==> src/rtl/mod_counter_pkg.sv <==
// Shared mode constants and the modulo next-count function used by mod_counter.
// Arithmetic is carried out in CW bits, so a modulus of 2**N never overflows.
package mod_counter_pkg;

  localparam logic MODE_WRAP = 1'b0;
  localparam logic MODE_SAT  = 1'b1;

  localparam int CW = 33;
  localparam logic [CW-1:0] CW_ONE  = 33'd1;
  localparam logic [CW-1:0] CW_ZERO = 33'd0;

  // Returns {event, next_q}. The step is clamped to mod-1. An event is a wrap or a
  // saturation, including an attempted move past the limit when q is already there.
  function automatic logic [CW:0] next_count(
    input logic [CW-1:0] q,
    input logic [CW-1:0] step,
    input logic          dir,
    input logic [CW-1:0] mod,
    input logic          sat
  );
    logic [CW-1:0] lim;
    logic [CW-1:0] s;
    logic [CW-1:0] t;
    logic          evt;
    lim = mod - CW_ONE;
    s   = (step > lim) ? lim : step;
    evt = 1'b0;
    t   = q;
    if (dir) begin
      if (q + s > lim) begin
        evt = 1'b1;
        t   = sat ? lim : (q + s - mod);
      end else begin
        t = q + s;
      end
    end else begin
      if (s <= q) begin
        t = q - s;
      end else begin
        evt = 1'b1;
        t   = sat ? CW_ZERO : (q + mod - s);
      end
    end
    return {evt, t};
  endfunction

endpackage

==> src/rtl/mod_counter_prescaler.sv <==
// Enable prescaler: adv pulses on every PRESCALE-th enabled cycle.
// With PRESCALE = 1 the counter stays at zero and adv is simply en.
module prescaler
  import mod_counter_pkg::*;
#(
  parameter int unsigned PRESCALE = 1
) (
  input  logic clk,
  input  logic reset,
  input  logic clr,
  input  logic en,
  output logic adv
);

  localparam int PW = (PRESCALE > 1) ? $clog2(PRESCALE) : 1;
  localparam logic [PW-1:0] LAST = PW'(PRESCALE - 32'd1);
  localparam logic [PW-1:0] ONE  = PW'(32'd1);

  logic [PW-1:0] cnt_q;
  logic [PW-1:0] cnt_d;

  assign adv = en & (cnt_q == LAST);

  always_comb begin
    cnt_d = cnt_q;
    if (clr) begin
      cnt_d = {PW{1'b0}};
    end else if (adv) begin
      cnt_d = {PW{1'b0}};
    end else if (en) begin
      cnt_d = cnt_q + ONE;
    end else begin
      cnt_d = cnt_q;
    end
  end

  always_ff @(posedge clk or posedge reset) begin
    if (reset) begin
      cnt_q <= {PW{1'b0}};
    end else begin
      cnt_q <= cnt_d;
    end
  end

endmodule

==> src/rtl/mod_counter.sv <==
// Modulo up/down counter with clamped step, parallel load, wrap/saturate handling,
// enable prescaler, one-cycle terminal-count pulse and sticky overflow flag.
module mod_counter
  import mod_counter_pkg::*;
#(
  parameter int          N        = 8,
  parameter int unsigned MOD      = 2**N,
  parameter int          SATURATE = 0,
  parameter int unsigned PRESCALE = 1
) (
  input  logic         clk,
  input  logic         reset,
  input  logic         clr,
  input  logic         en,
  input  logic         dir,
  input  logic [N-1:0] step,
  input  logic         load,
  input  logic [N-1:0] load_val,
  output logic [N-1:0] q,
  output logic         tc,
  output logic         ovf
);

  localparam logic [CW-1:0] MOD_W    = CW'(MOD);
  localparam logic [N-1:0]  LIM      = N'(MOD - 32'd1);
  localparam logic          SAT_MODE = (SATURATE != 0) ? MODE_SAT : MODE_WRAP;

  logic [N-1:0] q_q, q_d;
  logic         tc_q, tc_d;
  logic         ovf_q, ovf_d;
  logic         adv_s;
  logic [CW:0]  nc_s;
  logic [N-1:0] load_clamp_s;
  logic         unused_s;

  // Load and clear also restart the prescaler so the next advance is a full interval away.
  prescaler #(.PRESCALE(PRESCALE)) u_prescaler (
    .clk   (clk),
    .reset (reset),
    .clr   (clr | load),
    .en    (en),
    .adv   (adv_s)
  );

  assign nc_s         = next_count(CW'(q_q), CW'(step), dir, MOD_W, SAT_MODE);
  assign load_clamp_s = (load_val > LIM) ? LIM : load_val;
  assign unused_s     = ^nc_s[CW-1:N];

  always_comb begin
    q_d   = q_q;
    tc_d  = 1'b0;
    ovf_d = ovf_q;
    if (clr) begin
      q_d   = {N{1'b0}};
      ovf_d = 1'b0;
    end else if (load) begin
      q_d = load_clamp_s;
    end else if (adv_s) begin
      q_d   = nc_s[N-1:0];
      tc_d  = nc_s[CW];
      ovf_d = ovf_q | nc_s[CW];
    end else begin
      q_d = q_q;
    end
  end

  always_ff @(posedge clk or posedge reset) begin
    if (reset) begin
      q_q   <= {N{1'b0}};
      tc_q  <= 1'b0;
      ovf_q <= 1'b0;
    end else begin
      q_q   <= q_d;
      tc_q  <= tc_d;
      ovf_q <= ovf_d;
    end
  end

  assign q   = q_q;
  assign tc  = tc_q;
  assign ovf = ovf_q;

endmodule
==> config.mk <==
export PLATFORM = sky130hd
export DESIGN_NAME = mod_counter
export DESIGN_NICKNAME = d
export VERILOG_FILES = /design/src/rtl/mod_counter_pkg.sv /design/src/rtl/mod_counter_prescaler.sv /design/src/rtl/mod_counter.sv
export SDC_FILE = /design/constraint.sdc
export NUM_CORES = 1
export LEC_CHECK = 0
export CAP_MARGIN = 20
export CORE_UTILIZATION = 52
export CTS_BUF_LIST = sky130_fd_sc_hd__clkbuf_16
export CTS_CLUSTER_SIZE = 14
export DETAILED_ROUTE_END_ITERATION = 8
export PLACE_DENSITY_LB_ADDON = 0.08
export SYNTH_ARGS = -nofsm -noshare
export SYNTH_HDL_FRONTEND = slang
export SYNTH_SLANG_ARGS = --single-unit
==> constraint.sdc <==
create_clock -name clk -period 5.08 [get_ports clk]
set_input_delay 1.016 -clock clk [delete_from_list [all_inputs] [get_ports clk]]
set_output_delay 1.016 -clock clk [all_outputs]
set_load 0.05 [all_outputs]
==> results by group, run 1 <==
Finish
  – Layout cell share with drive strength beyond 1: ~5.6%
  – Fin util: between 70% and 80%
  – Commonest non-fill, non-tap cell in the layout: clkdlybuf4s50_1
  – Non-Filler Instances: a little over 200
  – Final Cell Area: 1620 um^2
  – Layout area overhead: 32.0%
  – Most frequent cells in the layout: clkdlybuf4s50_1 (31), inv_1 (22), a21oi_1 (16), ha_1 (16), nor2_1 (13)
  – Diodes inserted: 0
  – Fillers: between 150 and 200
  – Nets: 220

Logic synthesis
  – #FFs+latches synth: 11
  – Syn nets: between 150 and 200
  – Yosys cell types: 40
  – Post-synthesis sequential area ratio: ~22%
  – Warnings from Yosys: 0
  – Post-Syn Area: 1220 um^2
  – Mapped Cells: 150
  – Async S/R FF share, synth: 100%
  – EDFF count, synth: 0
  – Syn Area/Cell: between 8 and 9 um^2
  – Most used DFF post-synth: dfrtp_1

Timing
  – Hold WS: around 0.49 ns
  – Clock skew: ~0.0017 ns
  – Worst Max-Slew Pin Slew: 0.628 ns
  – RSZ-0062 raised after global routing: false
  – Final Cycle Share: 60.3%
  – Rel. slew slack: 58.0%
  – Final setup fails: 0
  – Setup TNS: 0 ns
  – Slew Limit Fails: 0
  – PnR worst setup slack: between 2 and 2.5 ns
  – Fmax: about 330 MHz
  – Crit path time final: about 3 ns
  – Hold Vio Cnt, Final: 0

Pwr
  – Sequential share of power: 24.9%
  – Pleak: ~0.76 nW
  – Combinational power share: roughly two fifths
  – Total chip power: slightly above 0.4 mW
  – Power Density: about 250 nW/um^2
  – Sw power: 0.143 mW
  – Switching fraction of total power: about a third
  – Clock share of power: around a third
  – Int Power: about 0.27 mW
  – VDD IR max: ~250 uV

Route
  – DRT iter0 DRCs: 15
  – Detailed-routing wirelength on met1: 1.40 mm
  – Final routed DRC violation total: 0
  – Via Count: 1184
  – DR WL met2: 1.40 mm
  – DRT Pass-1 Iters: 4
  – Vias per inst: 5.72
  – Top sig layer: met4
  – Routed wire length: approximately 3 mm
  – Final ANT Viol Nets: 0
  – WL met3: roughly 160 um
  – Routed len/inst: between 10 and 15 um

CTS
  – Worst-path clk slew: 0.04 ns
  – Root buf cell: clkbuf_16
  – Cts bufs inserted: 3
  – CTS tree: yes
  – Worst skew pair latency: 0.24 ns
  – CTS Sinks: 11
  – CTS resizes: 0
  – Cts hold-fix bufs: 0
  – Max clock buf depth: 2
  – Post-CTS setup buffers: 0
  – H-tree depth: 1

Global routing
  – Number of global-route vias before repair: 1138
  – Initial antenna violation count: 0
  – Gr usage total: 26.1%
  – First-pass GRT wire length: around 5.0 mm
  – Overflow after GRT: 0
  – Pin count of the biggest net entering global routing: 19

Worst setup path
  – R2R Setup Slk: approximately 2.8 ns
  – Crit start category: input port
  – CP Capture Type: flip-flop
  – Worst setup path category: input port to flip-flop
  – Worst Path Max Fanout: 2
  – WP data arrival: around 3.2 ns
  – CP Data Required Time: around 5.2 ns

Floorplanning
  – # IOs: 32
  – Die width: 50.5 um
  – Initial Util: ~55%
  – Die Ht: between 50 and 60 um
  – Core Rows: 17
  – Die Area: ~2600 um^2
  – Core area: approximately 2200 um^2

Placed design
  – Pre-CTS setup slack: around 1.8 ns
  – Placed insts: slightly above 200
  – Dpl hpwl: ~2.3 mm
  – Routability congestion estimate: 0.920
  – Port Buffer Count: 31
  – Placed cell areas: around 1500 um^2

Job
  – Max Cap Viol: 0

Hold path
  – Path type of the worst min-delay path: flip-flop to flip-flop

Outcome
  – Status: complete, no violations
## worst paths after layout
kind,start,to,cells past startpoint
worst min-delay path,ovf,ovf,1
worst max-delay path,step[0],ovf,9
worst min register to register,ovf,ovf,1
max in group asynchronous,reset,q[7],2
worst max register to register,q[0],ovf,10
min in group asynchronous,reset,ovf,2
## Yosys cell counts, types with 3 or more instances
cell type  instances  area share, %
inv_1             21            6.4
a21oi_1           16            6.5
ha_1              16             16
nor2_1            13            4.0
dfrtp_1           11             22
nand2_1            6            1.8
o21ai_0            6            2.5
a211oi_1           5            3.1
a21o_1             5            3.1
a31oi_1            3            1.5
mux2i_1            3            2.5
nand3_1            3            1.2
nor2b_1            3            1.5
o22ai_1            3            1.5
xnor2_1            3            2.1
## cells by family (layout without fill, tap and decap cells)
| kind of cell | Yosys count | after routing | share of synthesized area, % |
|---|---|---|---|
| AO/OA/AOI/OAI | 51 | 51 | 29.0 |
| XOR/XNOR | 5 | 5 | 3.58 |
| adder cells (fa/ha/maj) | 18 | 18 | 19.6 |
| buffers and inverters | 28 | 57 | 9.40 |
| flip-flops | 11 | 11 | 22.5 |
| multiplexers | 3 | 3 | 2.45 |
| AND/OR/NAND/NOR | 34 | 34 | 13.5 |
## power groups by stage
stage	sequential, mW	combinational [mW]	clock [mW]
2_1_floorplan	0.125	0.0934	0
3_3_place_gp	0.103	0.164	0
3_5_place_dp	0.104	0.164	0
4_1_cts	0.103	0.166	0.145
5_1_grt	0.104	0.182	0.147
6_report	0.103	0.167	0.141
## flip-flops by register name (all words and copies together) (netlist names)
| signal | count |
|---|---|
| ovf | 1 |
| u_prescaler.cnt_q | 1 |
| tc | 1 |
| q | 8 |
## area by class of cell
cell class / count / area, um^2 / area share (%)
multi-input combinational: 111 / 835 / 51.6
timing repair buffer: 31 / 310 / 19.2
sequential: 11 / 275 / 17.0
inverter: 22 / 82.6 / 5.11
clock buffer: 3 / 75.1 / 4.64
tap: 28 / 35.0 / 2.17
clock inverter: 1 / 3.75 / 0.232
## layer usage
layer  GRT usage, %  vias to the layer above
met5              0                        -
met4           11.6                        0
met3           4.85                        8
met2           42.4                       48
met1           33.4                      541
li1               -                      587
## critical path, cell delays in order
cell and delay (ns):
clkdlybuf4s50_1 0.43, ha_1 0.23, fa_1 0.39, nor2b_1 0.14
o211ai_1 0.26, o211ai_1 0.14, a211oi_1 0.32, a2111oi_2 0.10
a21o_1 0.17
No activity file was read; power rests on OpenSTA's default activity.
==> inputs of run 2 (changes only) <==
Settings changed: CORE_UTILIZATION 52 to 49.
Clock period 5.08 ns to 2.9 ns, I/O delays scaled along.
==> run 2 against run 1 <==
Against the previous run:
- non-clock buffer count up 2
- largest power group unchanged
- via count up 1.4%
- worst setup slack worse by 1.9 ns
- global-route usage up 0.49 points
- highest routed layer unchanged
- largest cell class unchanged
- critical path depth unchanged
==> results by group, run 2 (synthesis results as in run 1) <==
Finish
  – Fillers: 194 (+7.2%)
  – Area taken by multi-input logic gates: 835 um^2 (unchanged)
  – Diodes inserted: 0 (unchanged)
  – FF/Latch Area: 275 um^2 (unchanged)
  – Layout cell share with drive strength beyond 1: 6.63% (+1.0 points)
  – Layout area overhead: 33.2%
  – Fin util: 71.7% (-1.4 points)
  – Most frequent cells in the layout: clkdlybuf4s50_1 (31), inv_1 (22), a21oi_1 (16), ha_1 (16), nor2_1 (13)
  – Number of flip-flops in the largest register: 8 (unchanged)
  – Nets: 222 (+0.91%)
  – Commonest non-fill, non-tap cell in the layout: clkdlybuf4s50_1

Global routing
  – M2 GR Usage: 42.7% (+0.29 points)
  – Initial antenna violation count: 0 (unchanged)
  – Overflow after GRT: 0 (unchanged)
  – Pin count of the biggest net entering global routing: 19 (unchanged)
  – Number of global-route vias before repair: 1185 (+4.1%)
  – Met3 Track Usage GR: 4.09% (-0.75 points)
  – First-pass GRT wire length: 5.21 mm (+4.7%)
  – Grt met1 use: 35.1% (+1.7 points)
  – Gr usage total: 26.6% (+0.49 points)
  – Most used routing layer: met2

Timing
  – Rel. slew slack: 65.7% (+7.7 points)
  – Clock skew: 0.00213 ns (+0.000414 ns)
  – PnR worst setup slack: 0.158 ns (-1.86 ns)
  – Final Cycle Share: between 90 and 100%
  – Crit path time final: approximately 2.7 ns
  – Final setup fails: 0 (unchanged)
  – Worst Max-Slew Pin Slew: 0.513 ns (-0.116 ns)
  – RSZ-0062 raised after global routing: false
  – Slew Limit Fails: 0 (unchanged)
  – Fmax: 365 MHz
  – Hold Vio Cnt, Final: 0 (unchanged)

Floorplanning
  – Die Area: 2700 um^2 (+5.9%)
  – # IOs: 32 (unchanged)
  – Die Ht: 52 um (+2.9%)
  – Die width: 52 um (+2.9%)
  – Core Rows: 17 (unchanged)
  – Initial Util: 53.8% (-1.6 points)
  – Core area: 2280 um^2 (+2.9%)

CTS
  – Worst skew pair latency: 0.24 ns (about the same)
  – H-tree depth: 1 (unchanged)
  – CTS resizes: 0 (unchanged)
  – CTS tree: yes
  – Cts bufs inserted: 3 (unchanged)
  – Cts hold-fix bufs: 0 (unchanged)
  – CTS Sinks: 11 (unchanged)
  – Max clock buf depth: 2 (unchanged)
  – Root buf cell: clkbuf_16
  – Worst-path clk slew: 0.04 ns (about the same)
  – Post-CTS setup buffers: 0 (unchanged)

Worst setup path
  – CP Capture Type: flip-flop
  – CP Data Required Time: 3.03 ns (-2.18 ns)
  – Worst Path Max Fanout: 2 (unchanged)
  – Worst setup path category: input port to flip-flop
  – Crit start category: input port
  – WP data arrival: 2.87 ns (-0.32 ns)

Pwr
  – Total chip power: 0.728 mW (+77%)
  – VDD IR max: 448 uV (+82%)
  – Pleak: 0.770 nW (+1.3%)
  – Power Density: 446 nW/um^2 (+75%)

Route
  – DRT Pass-1 Iters: 4 (unchanged)
  – Final routed DRC violation total: 0 (unchanged)
  – Final ANT Viol Nets: 0 (unchanged)
  – Routed len/inst: 15.1 um (+3.6%)
  – Vias per inst: 5.74 (+0.38%)
  – Via Count: 1200 (+1.4%)
  – DRT iter0 DRCs: 20 (+5)
  – Routed wire length: 3.15 mm (+4.6%)

Placed design
  – Pre-CTS setup slack: -0.0476 ns (-1.81 ns)
  – Dpl hpwl: 2.41 mm (+3.9%)
  – Routability congestion estimate: 0.878 (-4.5%)
  – Port Buffer Count: 31 (unchanged)

Hold path
  – Path type of the worst min-delay path: flip-flop to flip-flop

Job
  – Max Cap Viol: 0 (unchanged)

Outcome
  – Status: complete, no violations
-- run 2: final timing paths --
kind	end	start	slack, ns	cells past startpoint
max	ovf	step[0]	0.16	9
min	ovf	ovf	0.50	1
max reg2reg	ovf	q[0]	0.53	8
min reg2reg	ovf	ovf	0.50	1
max in group asynchronous	q[7]	reset	1.96	2
min in group asynchronous	q[4]	reset	0.64	2
-- run 2: layout make-up --
class,instances,area share [%]
clock buffers,3,4.60
clock inverters,1,0.230
inverters,22,5.06
multi-input cells,111,51.2
flip-flops and latches,11,16.9
well taps,28,2.15
repair buffers,33,19.9
-- run 2: per-layer routing --
metal,vias up,wire length [um],part of all wire [%]
met1,561,1450,46
met5,-,0,0
met3,6,167,5.3
met2,44,1480,47
li1,589,-,-
met4,0,45,1.4
-- run 2: power breakdown --
| group | total [mW] | switching (mW) | internal [mW] |
|---|---|---|---|
| combinational | 0.297 | 0.171 | 0.126 |
| clock | 0.251 | 0.0702 | 0.181 |
| sequential | 0.179 | 0.0140 | 0.166 |
| total | 0.728 | 0.255 | 0.473 |
-- run 2: worst max-delay path, stage by stage --
cell	delay, ns
clkdlybuf4s50_1	0.43
ha_1	0.24
fa_1	0.40
nor2b_1	0.15
o211ai_1	0.26
o211ai_1	0.15
a211oi_1	0.37
a2111oi_2	0.11
a21o_1	0.17
-- run 2: through the flow --
step / hold WS [ns] / area (um^2) / cells / setup TNS [ns]
6_report: 0.496 / 1630 / 209 / 0
5_1_grt: 0.512 / 1630 / 209 / 0
4_1_cts: 0.490 / 1630 / 209 / 0
3_5_place_dp: 0.476 / 1550 / 205 / -0.0476
3_3_place_gp: 0.472 / 1550 / 205 / 0
2_1_floorplan: 0.432 / 1220 / 150 / 0
==> inputs of run 3 (changes only) <==
Settings changed: CORE_MARGIN set to 1, CTS_CLUSTER_SIZE 14 to 8.
==> results of run 3 <==
The final DEF is identical to that of run 2; final timing and power are the same.
